==> config.mk <==
export PLATFORM = sky130hd
export DESIGN_NAME = fb_port_arbiter
export DESIGN_NICKNAME = d
export VERILOG_FILES = /design/src/rtl/fb_port_arbiter.sv
export SDC_FILE = /design/constraint.sdc
export NUM_CORES = 1
export LEC_CHECK = 0
export ABC_AREA = 1
export CAP_MARGIN = 10
export CORE_MARGIN = 5
export CORE_UTILIZATION = 46
export CTS_BUF_LIST = sky130_fd_sc_hd__clkbuf_2
export DETAILED_ROUTE_END_ITERATION = 16
export PLACE_DENSITY = 0.82
export SYNTH_ARGS = -nofsm -noshare
export SYNTH_HDL_FRONTEND = slang
export SYNTH_SLANG_ARGS = --single-unit
==> constraint.sdc <==
create_clock -name CLK_25MHZ -period 1.7 [get_ports CLK_25MHZ]
set_input_delay 0.425 -clock CLK_25MHZ [delete_from_list [all_inputs] [get_ports CLK_25MHZ]]
set_output_delay 0.425 -clock CLK_25MHZ [all_outputs]
set_load 0.005 [all_outputs]
==> src/rtl/fb_port_arbiter.sv <==
// fb_port_arbiter: shares the single-port framebuffer RAM between video
// scanout (absolute priority) and the host port. Read data is steered back
// to its owner by a tag pipeline that is as deep as the RAM read latency.
// Also keeps a per-frame count of host stall cycles for debug.
module fb_port_arbiter #(
  parameter int ADDR_W = 16,
  parameter int DATA_W = 8,
  parameter int RD_LAT = 1,   // RAM read latency, 1..4
  parameter int CNT_W  = 16
) (
  input  logic              CLK_25MHZ,
  input  logic              RESET,        // synchronous, active low
  // video scanout fetch
  input  logic              VID_REQ,
  input  logic [ADDR_W-1:0] VID_ADDR,
  input  logic              VID_BLANK,
  input  logic              FRAME_START,
  output logic [DATA_W-1:0] VID_RDATA,
  output logic              VID_RVALID,
  // host port
  input  logic              HOST_VALID,
  input  logic              HOST_WE,
  input  logic [ADDR_W-1:0] HOST_ADDR,
  input  logic [DATA_W-1:0] HOST_WDATA,
  output logic              HOST_READY,
  output logic [DATA_W-1:0] HOST_RDATA,
  output logic              HOST_RVALID,
  input  logic              BLANK_ONLY,
  // RAM side
  output logic [ADDR_W-1:0] MEM_ADDR,
  output logic              MEM_WE,
  output logic [DATA_W-1:0] MEM_WDATA,
  input  logic [DATA_W-1:0] MEM_RDATA,
  // debug
  output logic [CNT_W-1:0]  STALL_CNT
);

  // Owner of a read in flight; at most one bit set per stage.
  typedef struct packed {
    logic vid_rd;
    logic host_rd;
  } tag_t;

  // ---------------------------------------------------------------------
  // Grant: video always wins; host only gets idle cycles, and with
  // BLANK_ONLY set only idle cycles inside blanking. RESET gates the host
  // so no handshake completes while the block is held in reset.
  // ---------------------------------------------------------------------
  logic w_grant_vid;
  logic w_grant_host;
  logic w_host_window;

  assign w_grant_vid   = VID_REQ;
  assign w_host_window = ~BLANK_ONLY | VID_BLANK;
  assign w_grant_host  = HOST_VALID & ~VID_REQ & w_host_window & RESET;
  assign HOST_READY    = w_grant_host;

  // ---------------------------------------------------------------------
  // RAM command registers
  // ---------------------------------------------------------------------
  logic [ADDR_W-1:0] r_mem_addr;
  logic              r_mem_we;
  logic [DATA_W-1:0] r_mem_wdata;

  // Register the winning request onto the RAM port; address/data hold when idle.
  always_ff @(posedge CLK_25MHZ) begin
    if (!RESET) begin
      r_mem_addr  <= '0;
      r_mem_we    <= 1'b0;
      r_mem_wdata <= '0;
    end else if (w_grant_vid) begin
      r_mem_addr  <= VID_ADDR;
      r_mem_we    <= 1'b0;
    end else if (w_grant_host) begin
      r_mem_addr  <= HOST_ADDR;
      r_mem_we    <= HOST_WE;
      r_mem_wdata <= HOST_WDATA;
    end else begin
      r_mem_we    <= 1'b0;
    end
  end

  assign MEM_ADDR  = r_mem_addr;
  assign MEM_WE    = r_mem_we;
  assign MEM_WDATA = r_mem_wdata;

  // ---------------------------------------------------------------------
  // Tag pipeline. Stage 0 lines up with the registered RAM address, stage
  // RD_LAT lines up with MEM_RDATA; the return registers add the last cycle,
  // giving RD_LAT+2 cycles from grant to RVALID.
  // ---------------------------------------------------------------------
  tag_t              w_tag_in;
  tag_t              w_tag_out;
  tag_t [RD_LAT:0]   r_tag_pipe;

  assign w_tag_in.vid_rd  = w_grant_vid;
  assign w_tag_in.host_rd = w_grant_host & ~HOST_WE;
  assign w_tag_out        = r_tag_pipe[RD_LAT];

  // Shift tags one stage per cycle; reset drops every read in flight.
  always_ff @(posedge CLK_25MHZ) begin
    if (!RESET) begin
      r_tag_pipe <= '0;
    end else begin
      r_tag_pipe <= {r_tag_pipe[RD_LAT-1:0], w_tag_in};
    end
  end

  logic [DATA_W-1:0] r_vid_rdata;
  logic              r_vid_rvalid;
  logic [DATA_W-1:0] r_host_rdata;
  logic              r_host_rvalid;

  // Capture returned RAM data into the owner's register; the other one holds.
  always_ff @(posedge CLK_25MHZ) begin
    if (!RESET) begin
      r_vid_rdata   <= '0;
      r_vid_rvalid  <= 1'b0;
      r_host_rdata  <= '0;
      r_host_rvalid <= 1'b0;
    end else begin
      r_vid_rvalid  <= w_tag_out.vid_rd;
      r_host_rvalid <= w_tag_out.host_rd;
      if (w_tag_out.vid_rd)  r_vid_rdata  <= MEM_RDATA;
      if (w_tag_out.host_rd) r_host_rdata <= MEM_RDATA;
    end
  end

  assign VID_RDATA   = r_vid_rdata;
  assign VID_RVALID  = r_vid_rvalid;
  assign HOST_RDATA  = r_host_rdata;
  assign HOST_RVALID = r_host_rvalid;

  // ---------------------------------------------------------------------
  // Stall counter. The FRAME_START cycle's own stall belongs to the frame
  // that is closing, so the snapshot takes the already-incremented value.
  // ---------------------------------------------------------------------
  logic             w_stall;
  logic [CNT_W-1:0] w_acc_next;
  logic [CNT_W-1:0] r_stall_acc;
  logic [CNT_W-1:0] r_stall_cnt;

  assign w_stall    = HOST_VALID & ~w_grant_host;
  assign w_acc_next = (w_stall && (r_stall_acc != {CNT_W{1'b1}}))
                      ? r_stall_acc + CNT_W'(1) : r_stall_acc;

  // Accumulate stalls within a frame, publish and restart at frame start.
  always_ff @(posedge CLK_25MHZ) begin
    if (!RESET) begin
      r_stall_acc <= '0;
      r_stall_cnt <= '0;
    end else if (FRAME_START) begin
      r_stall_cnt <= w_acc_next;
      r_stall_acc <= '0;
    end else begin
      r_stall_acc <= w_acc_next;
    end
  end

  assign STALL_CNT = r_stall_cnt;

endmodule

==> flow_summary.yaml, run 1 <==
floorplanning:
  start_util_pct: 47.6
  row_count: 30
  die-area_um2: 8850
  coreArea_um2: 6830
  die_h_um: 94.1
  io_pins: 116
  die_w_um: 94.1
finish:
  final_nets: 644
  drive_above_1_share_pct: 20.3
  n_fill_cell: 596
  layout_common_cells: "nand2_1 (162), dlygate4sd2_1 (62), dfxtp_2 (56), nor2_1 (54), clkdlybuf4s50_1 (52)"
  multiInputGateArea_um2: 1480
  area_delta_synth_final_pct: 46.6
  diodes: 0
  layout.area.seq_um2: 1650
  fin_cells: 688
  final_common_cell: "nand2_1"
  postLayoutCoreUtil_pct: 69.8
synth:
  synthDominantCellAreaShare_pct: 48.6
  ys_warn_count: 0
  synth_edf_count: 0
  synth_cells: 454
  synth_seq_cells: 79
  synth.area.top_cells: "dfxtp_1 (49%), nand2_1 (19%), nor2_1 (6.5%)"
  syn_area_um2: 3250
  synth_cell_types: 25
  syn-num-nets: 511
  ys_seq_area_share_pct: 48.6
  yosysTopAreaCell: "dfxtp_1"
  avgSynthCellArea_um2: 7.16
  synthArstFlopShare_pct: 0
  ys.flop_type: "dfxtp_1"
power:
  p_per_area_nw_per_um2: 721
  p_total_uw: 3440
  p_leak_uw: 0.00228
  ir_drop_uv: 444
timing:
  finClkSkew_ns: 0.0248
  setup_viol_count_final: 0
  whs_ns: 0.415
  tns_ns: 0
  max_freq_mhz: 612
  post-route-period-util_pct: 96.1
  drv_slew: 0
  maxSlewHeadroom_pct: 75.1
  worst-slew-pin-transition_ns: 0.373
  hold_viol: 0
  fin_crit_ns: 1.63
detailed_routing:
  dr.first_iter.drc_count: 120
  drtPass1Iterations: 4
  antenna_left: 0
  routed_wl_mm: 8.63
  viasPerCell: 4.74
  vias: 3263
  wire_per_inst_um: 12.5
  drc: 0
clock_network:
  h-tree-depth: 3
  clkTransAtPathRegs_ns: 0.24
  clk_latency_ns: 0.52
  cts_num_sinks: 79
  cts_root_buf: "clkbuf_2"
  numCtsBuffers: 9
  cts_tree: "done"
  cts_buffer_depth: 2
global_route:
  overflow: 0
  grt_pass1_wl_mm: 14.6
  grt_pass1_vias: 3291
  antenna_found_initial: 0
  grtUsageTotal_pct: 20.4
  grt_start_max_net_pins: 40
critical_path:
  critPathKind: "in2out"
  timing.rr.start: "r_stall_acc[0]"
  crit_start: "VID_BLANK"
  crit_required_ns: 1.27
  cp-end-kind: "output pin"
  start_kind: "input pin"
  worst_ep_arrival_time_ns: 1.21
  cp_max_fo: 4
place:
  placed_cells: 669
  place_hpwl_mm: 6.63
  gp_congestion: 0.874
  io_buffers: 115
run:
  drv_cap: 0
min_path:
  hold_class: "in2reg"
  hold_path.startpoint: "HOST_WDATA[2]"
status:
  status: "finished clean"
[routing by layer]
metal,global-route usage [%],vias up,share of wire (%)
met5,0,-,0
met1,22.4,1460,41
met3,7.69,8,8.4
met4,7.22,0,0.87
met2,35.5,95,50
li1,-,1700,-
[synthesized netlist by cell type, types with 2 or more instances]
| cell | n |
|---|---|
| nand2_1 | 163 |
| dfxtp_1 | 79 |
| nor2_1 | 56 |
| o21ai_0 | 34 |
| inv_1 | 27 |
| a21oi_1 | 17 |
| a31oi_1 | 16 |
| clkbuf_1 | 12 |
| nand3_1 | 12 |
| nor2_2 | 7 |
| nand2_2 | 6 |
| xnor2_1 | 4 |
| xor2_1 | 3 |
| buf_2 | 2 |
| buf_4 | 2 |
| buf_6 | 2 |
| nand3_2 | 2 |
| nand3b_1 | 2 |
| nand4_1 | 2 |
[cells by family (layout without fill, tap and decap cells)]
kind of cell,after synthesis,after routing,synth area share [%]
simple gates,251,251,31.6
flops,79,79,48.6
compound gates,68,68,11.1
buf+inv,48,186,6.39
xor+xnor,7,7,1.89
fa+ha+maj,1,1,0.385
[power by group]
part           internal, uW  switching [uW]  leakage [uW]  total [uW]
Combinational           244             194       0.00155         438
Clock                   353             692     0.0000656        1050
Sequential             1920            30.3      0.000667        1950
Total                  2520             916       0.00228        3440
[flip-flops by register name, summed over array words and instances, names as in the netlist]
| register | cells |
|---|---|
| r_tag_pipe | 4 |
| r_stall_acc | 16 |
| MEM_ADDR | 16 |
| MEM_WDATA | 8 |
| VID_RDATA | 8 |
| HOST_RDATA | 8 |
| MEM_WE | 1 |
| HOST_RVALID | 1 |
| STALL_CNT | 16 |
| VID_RVALID | 1 |
[worst max-delay path, stage by stage]
cell and delay [ns]:
clkdlybuf4s50_1 0.46, inv_1 0.04, nand2_2 0.06, nand3_4 0.08, clkinv_4 0.06, buf_6 0.08
[path summary, 6_finish.rpt]
check	end	depth (start not counted)	slack [ns]
setup / recovery	HOST_READY	6	0.07
hold / removal	MEM_WDATA[2]	3	0.41
setup reg to reg	STALL_CNT[14]	11	0.15
hold reg to reg	r_tag_pipe[3]	2	0.44
[cell type report]
| cell class | count | share of cell area, % |
|---|---|---|
| sequential | 79 | 34.7 |
| multi-input combinational | 327 | 31.0 |
| timing repair buffer | 140 | 26.8 |
| inverter | 30 | 2.52 |
| tap | 96 | 2.52 |
| clock inverter | 7 | 1.65 |
| clock buffer | 9 | 0.945 |
[through the flow]
| step | setup slack, ns | cell area, um2 |
|---|---|---|
| 4_1_cts | 0.0204 | 4730 |
| 6_report | 0.0666 | 4770 |
| 3_3_place_gp | -0.449 | 4610 |
| 3_5_place_dp | -0.468 | 4610 |
| 5_1_grt | -0.00198 | 4770 |
| 2_1_floorplan | 0.246 | 3250 |
[what timing repair did]
action	4_1_cts	5_1_grt
endpoints found under the setup margin	60	32
pin swaps	1	0
hold endpoints to repair	0	0
buffers inserted	1	2
hold buffers	0	0
gates resized for setup	124	6
Note: power is estimated with default switching activity, not from simulation.
==> run 2: changes to the inputs <==
--- a/config.mk
+++ b/config.mk
@@ -6,12 +6,10 @@
 export NUM_CORES = 1
 export LEC_CHECK = 0
 export ABC_AREA = 1
-export CAP_MARGIN = 10
 export CORE_MARGIN = 5
-export CORE_UTILIZATION = 46
+export CORE_UTILIZATION = 35
 export CTS_BUF_LIST = sky130_fd_sc_hd__clkbuf_2
 export DETAILED_ROUTE_END_ITERATION = 16
-export PLACE_DENSITY = 0.82
 export SYNTH_ARGS = -nofsm -noshare
 export SYNTH_HDL_FRONTEND = slang
 export SYNTH_SLANG_ARGS = --single-unit
==> run 2 against run 1 <==
Die area rose by 28%. Via count fell by 0.80%. First-iteration DRC count fell by 5.8%. Core utilization fell by 18 points. Clock skew rose by 0.0048 ns. Total power rose by 1.5%. Sequential share of layout area fell by 0.12 points. Global-route usage fell by 4.1 points. Flip-flop and latch count did not move. Largest power group unchanged.
==> flow_summary.yaml, run 2 (synthesized netlist as in run 1, its figures left out) <==
clock_network:
  clk_latency_ns: 0.49
  cts_num_sinks: 79
  numCtsBuffers: 9
  h-tree-depth: 3
  cts_buffer_depth: 2
  hold_buffers: 0
  clkTransAtPathRegs_ns: 0.18
  cts_tree: "done"
  postCtsSetupBuffers: 0
  cts_root_buf: "clkbuf_2"
critical_path:
  critPathKind: "in2out"
  timing.rr.start: "r_stall_acc[0]"
  rr_endpoint: "STALL_CNT[11]"
  cp_max_fo: 2
  crit_family: "buffers and inverters"
  crit_required_ns: 1.27
  max_stage_delay_ns: 0.47
  r2r_cells: 11
  start_kind: "input pin"
  crit_buf_inv: 4
  r2r_setup_slack_ns: 0.20
  worst_ep_arrival_time_ns: 1.20
  cp-end-kind: "output pin"
  worstPathCellList: "clkdlybuf4s50_1 > inv_2 > nand2_4 > nand3_4 > clkinv_2 > buf_2"
  slowest_stage: "clkdlybuf4s50_1"
detailed_routing:
  dr.first_iter.drc_count: 113
  wl_met1_mm: 3.63
  top_layer_used: "met4"
  dr_wl_met3_um: 751
  viasPerCell: 4.60
  vias: 3237
  routed_wl_mm: 8.80
  wire_per_inst_um: 12.5
  wl_met2_mm: 4.31
  antenna_left: 0
  drc: 0
  drtPass1Iterations: 4
place:
  io_buffers: 115
  place_hpwl_mm: 6.87
  gp_congestion: 0.924
status:
  status: "finished clean"
power:
  seqPwrFrac_pct: 55.9
  p_per_area_nw_per_um2: 730
  switchingPower_uw: 835
  p_comb_share_pct: 12.6
  netSwitchingFraction_pct: 23.9
  intPower_uw: 2650
  ir_drop_uv: 511
  clock_power_share_pct: 31.5
  p_total_uw: 3490
  p_leak_uw: 0.00230
timing:
  worst-slew-pin-transition_ns: 0.349
  whs_ns: 0.429
  tns_ns: 0
  finClkSkew_ns: 0.0295
  rsz0062_at_grt: "false"
  post-route-period-util_pct: 95.8
  setup_viol_count_final: 0
  drv_slew: 0
  hold_viol: 0
  fin_crit_ns: 1.63
  maxSlewHeadroom_pct: 76.8
  max_freq_mhz: 614
floorplanning:
  coreArea_um2: 9150
  start_util_pct: 35.5
  die-area_um2: 11300
  io_pins: 116
  die_h_um: 106
  row_count: 35
  die_w_um: 106
min_path:
  whs_path_depth: 2
  min_to: "r_tag_pipe[3]"
  hold_path.startpoint: "r_tag_pipe[1]"
  hold_class: "reg2reg"
global_route:
  grt_pass1_vias: 3340
  grtUsageTotal_pct: 16.3
  overflow: 0
  grt_start_max_net_pins: 40
  antenna_found_initial: 0
  grt_pass1_wl_mm: 15.0
finish:
  layout.area.seq_um2: 1650
  n_fill_cell: 927
  diodes: 0
  area_delta_synth_final_pct: 47.1
  final_nets: 644
  final_common_cell: "nand2_1"
  layout_common_cells: "nand2_1 (162), dlygate4sd2_1 (63), dfxtp_2 (56), nor2_1 (54), clkdlybuf4s50_1 (51)"
  drive_above_1_share_pct: 20.3
  postLayoutCoreUtil_pct: 52.2
  multiInputGateArea_um2: 1480
run:
  drv_cap: 0
==> run 2: changes by cell type in the layout (fill, tap and decap cells not counted), sizes merged <==
cell and delta:
clkinv +3, clkinvlp -3, inv -3, clkbuf +2
bufinv +1, clkdlybuf4s50 -1, dlygate4sd2 +1
==> run 2: per-stage QoR <==
step | cells | cell area [um2] | worst slack, ns
after global routing | 703 | 4780 | 0.0291
after CTS | 703 | 4770 | 0.0509
after global placement | 687 | 4650 | -0.393
after floorplan | 454 | 3250 | 0.246
after detailed placement | 687 | 4650 | -0.431
final | 703 | 4780 | 0.0710
==> run 2: area by class of cell <==
class	instances	area share [%]
clock inverter	5	1.52
timing repair buffer	140	26.5
sequential	79	34.5
tap	111	2.90
multi-input combinational	327	31.0
clock buffer	11	1.15
inverter	30	2.43
==> run 2: worst max-delay path by stage <==
stage                        start             to  slack, ns  cells past startpoint
detailed placement           RESET     HOST_READY      -0.43                      6
global route             VID_BLANK     HOST_READY       0.03                      6
floorplan           r_stall_acc[0]  STALL_CNT[11]       0.25                     11
finish                   VID_BLANK     HOST_READY       0.07                      6
CTS                      VID_BLANK     HOST_READY       0.05                      6
global placement             RESET     HOST_READY      -0.39                      6
==> run 2: layer usage <==
metal	track usage (%)	vias to the layer above
li1	-	1695
met1	17.8	1438
met2	28.7	95
met3	7.53	9
met4	3.61	0
met5	0	-
==> run 2: power by group through the flow <==
stage | registers, uW | clock network [uW] | logic (uW)
6_report | 1950 | 1100 | 439
5_1_grt | 1960 | 1220 | 487
4_1_cts | 1950 | 1150 | 444
3_5_place_dp | 1980 | 0 | 482
3_3_place_gp | 1980 | 0 | 482
2_1_floorplan | 1980 | 0 | 159
==> run 2: worst reg2reg max path, cell delays in order, from the launching register on <==
cell and delay, ns:
dfxtp_1 0.38, ha_1 0.17, nand2_1 0.06, nor2_2 0.13
nand2_2 0.11, nor2_1 0.14, nor2_2 0.05, buf_4 0.15
nand2_1 0.09, nand2_1 0.05, nand2_1 0.06, nand2_1 0.04
==> run 2: timing repair <==
action / CTS / global route
endpoints found under the setup margin: 60 / 29
pin swaps: 1 / 0
gates resized for setup: 125 / 7
gates cloned: 0 / 0
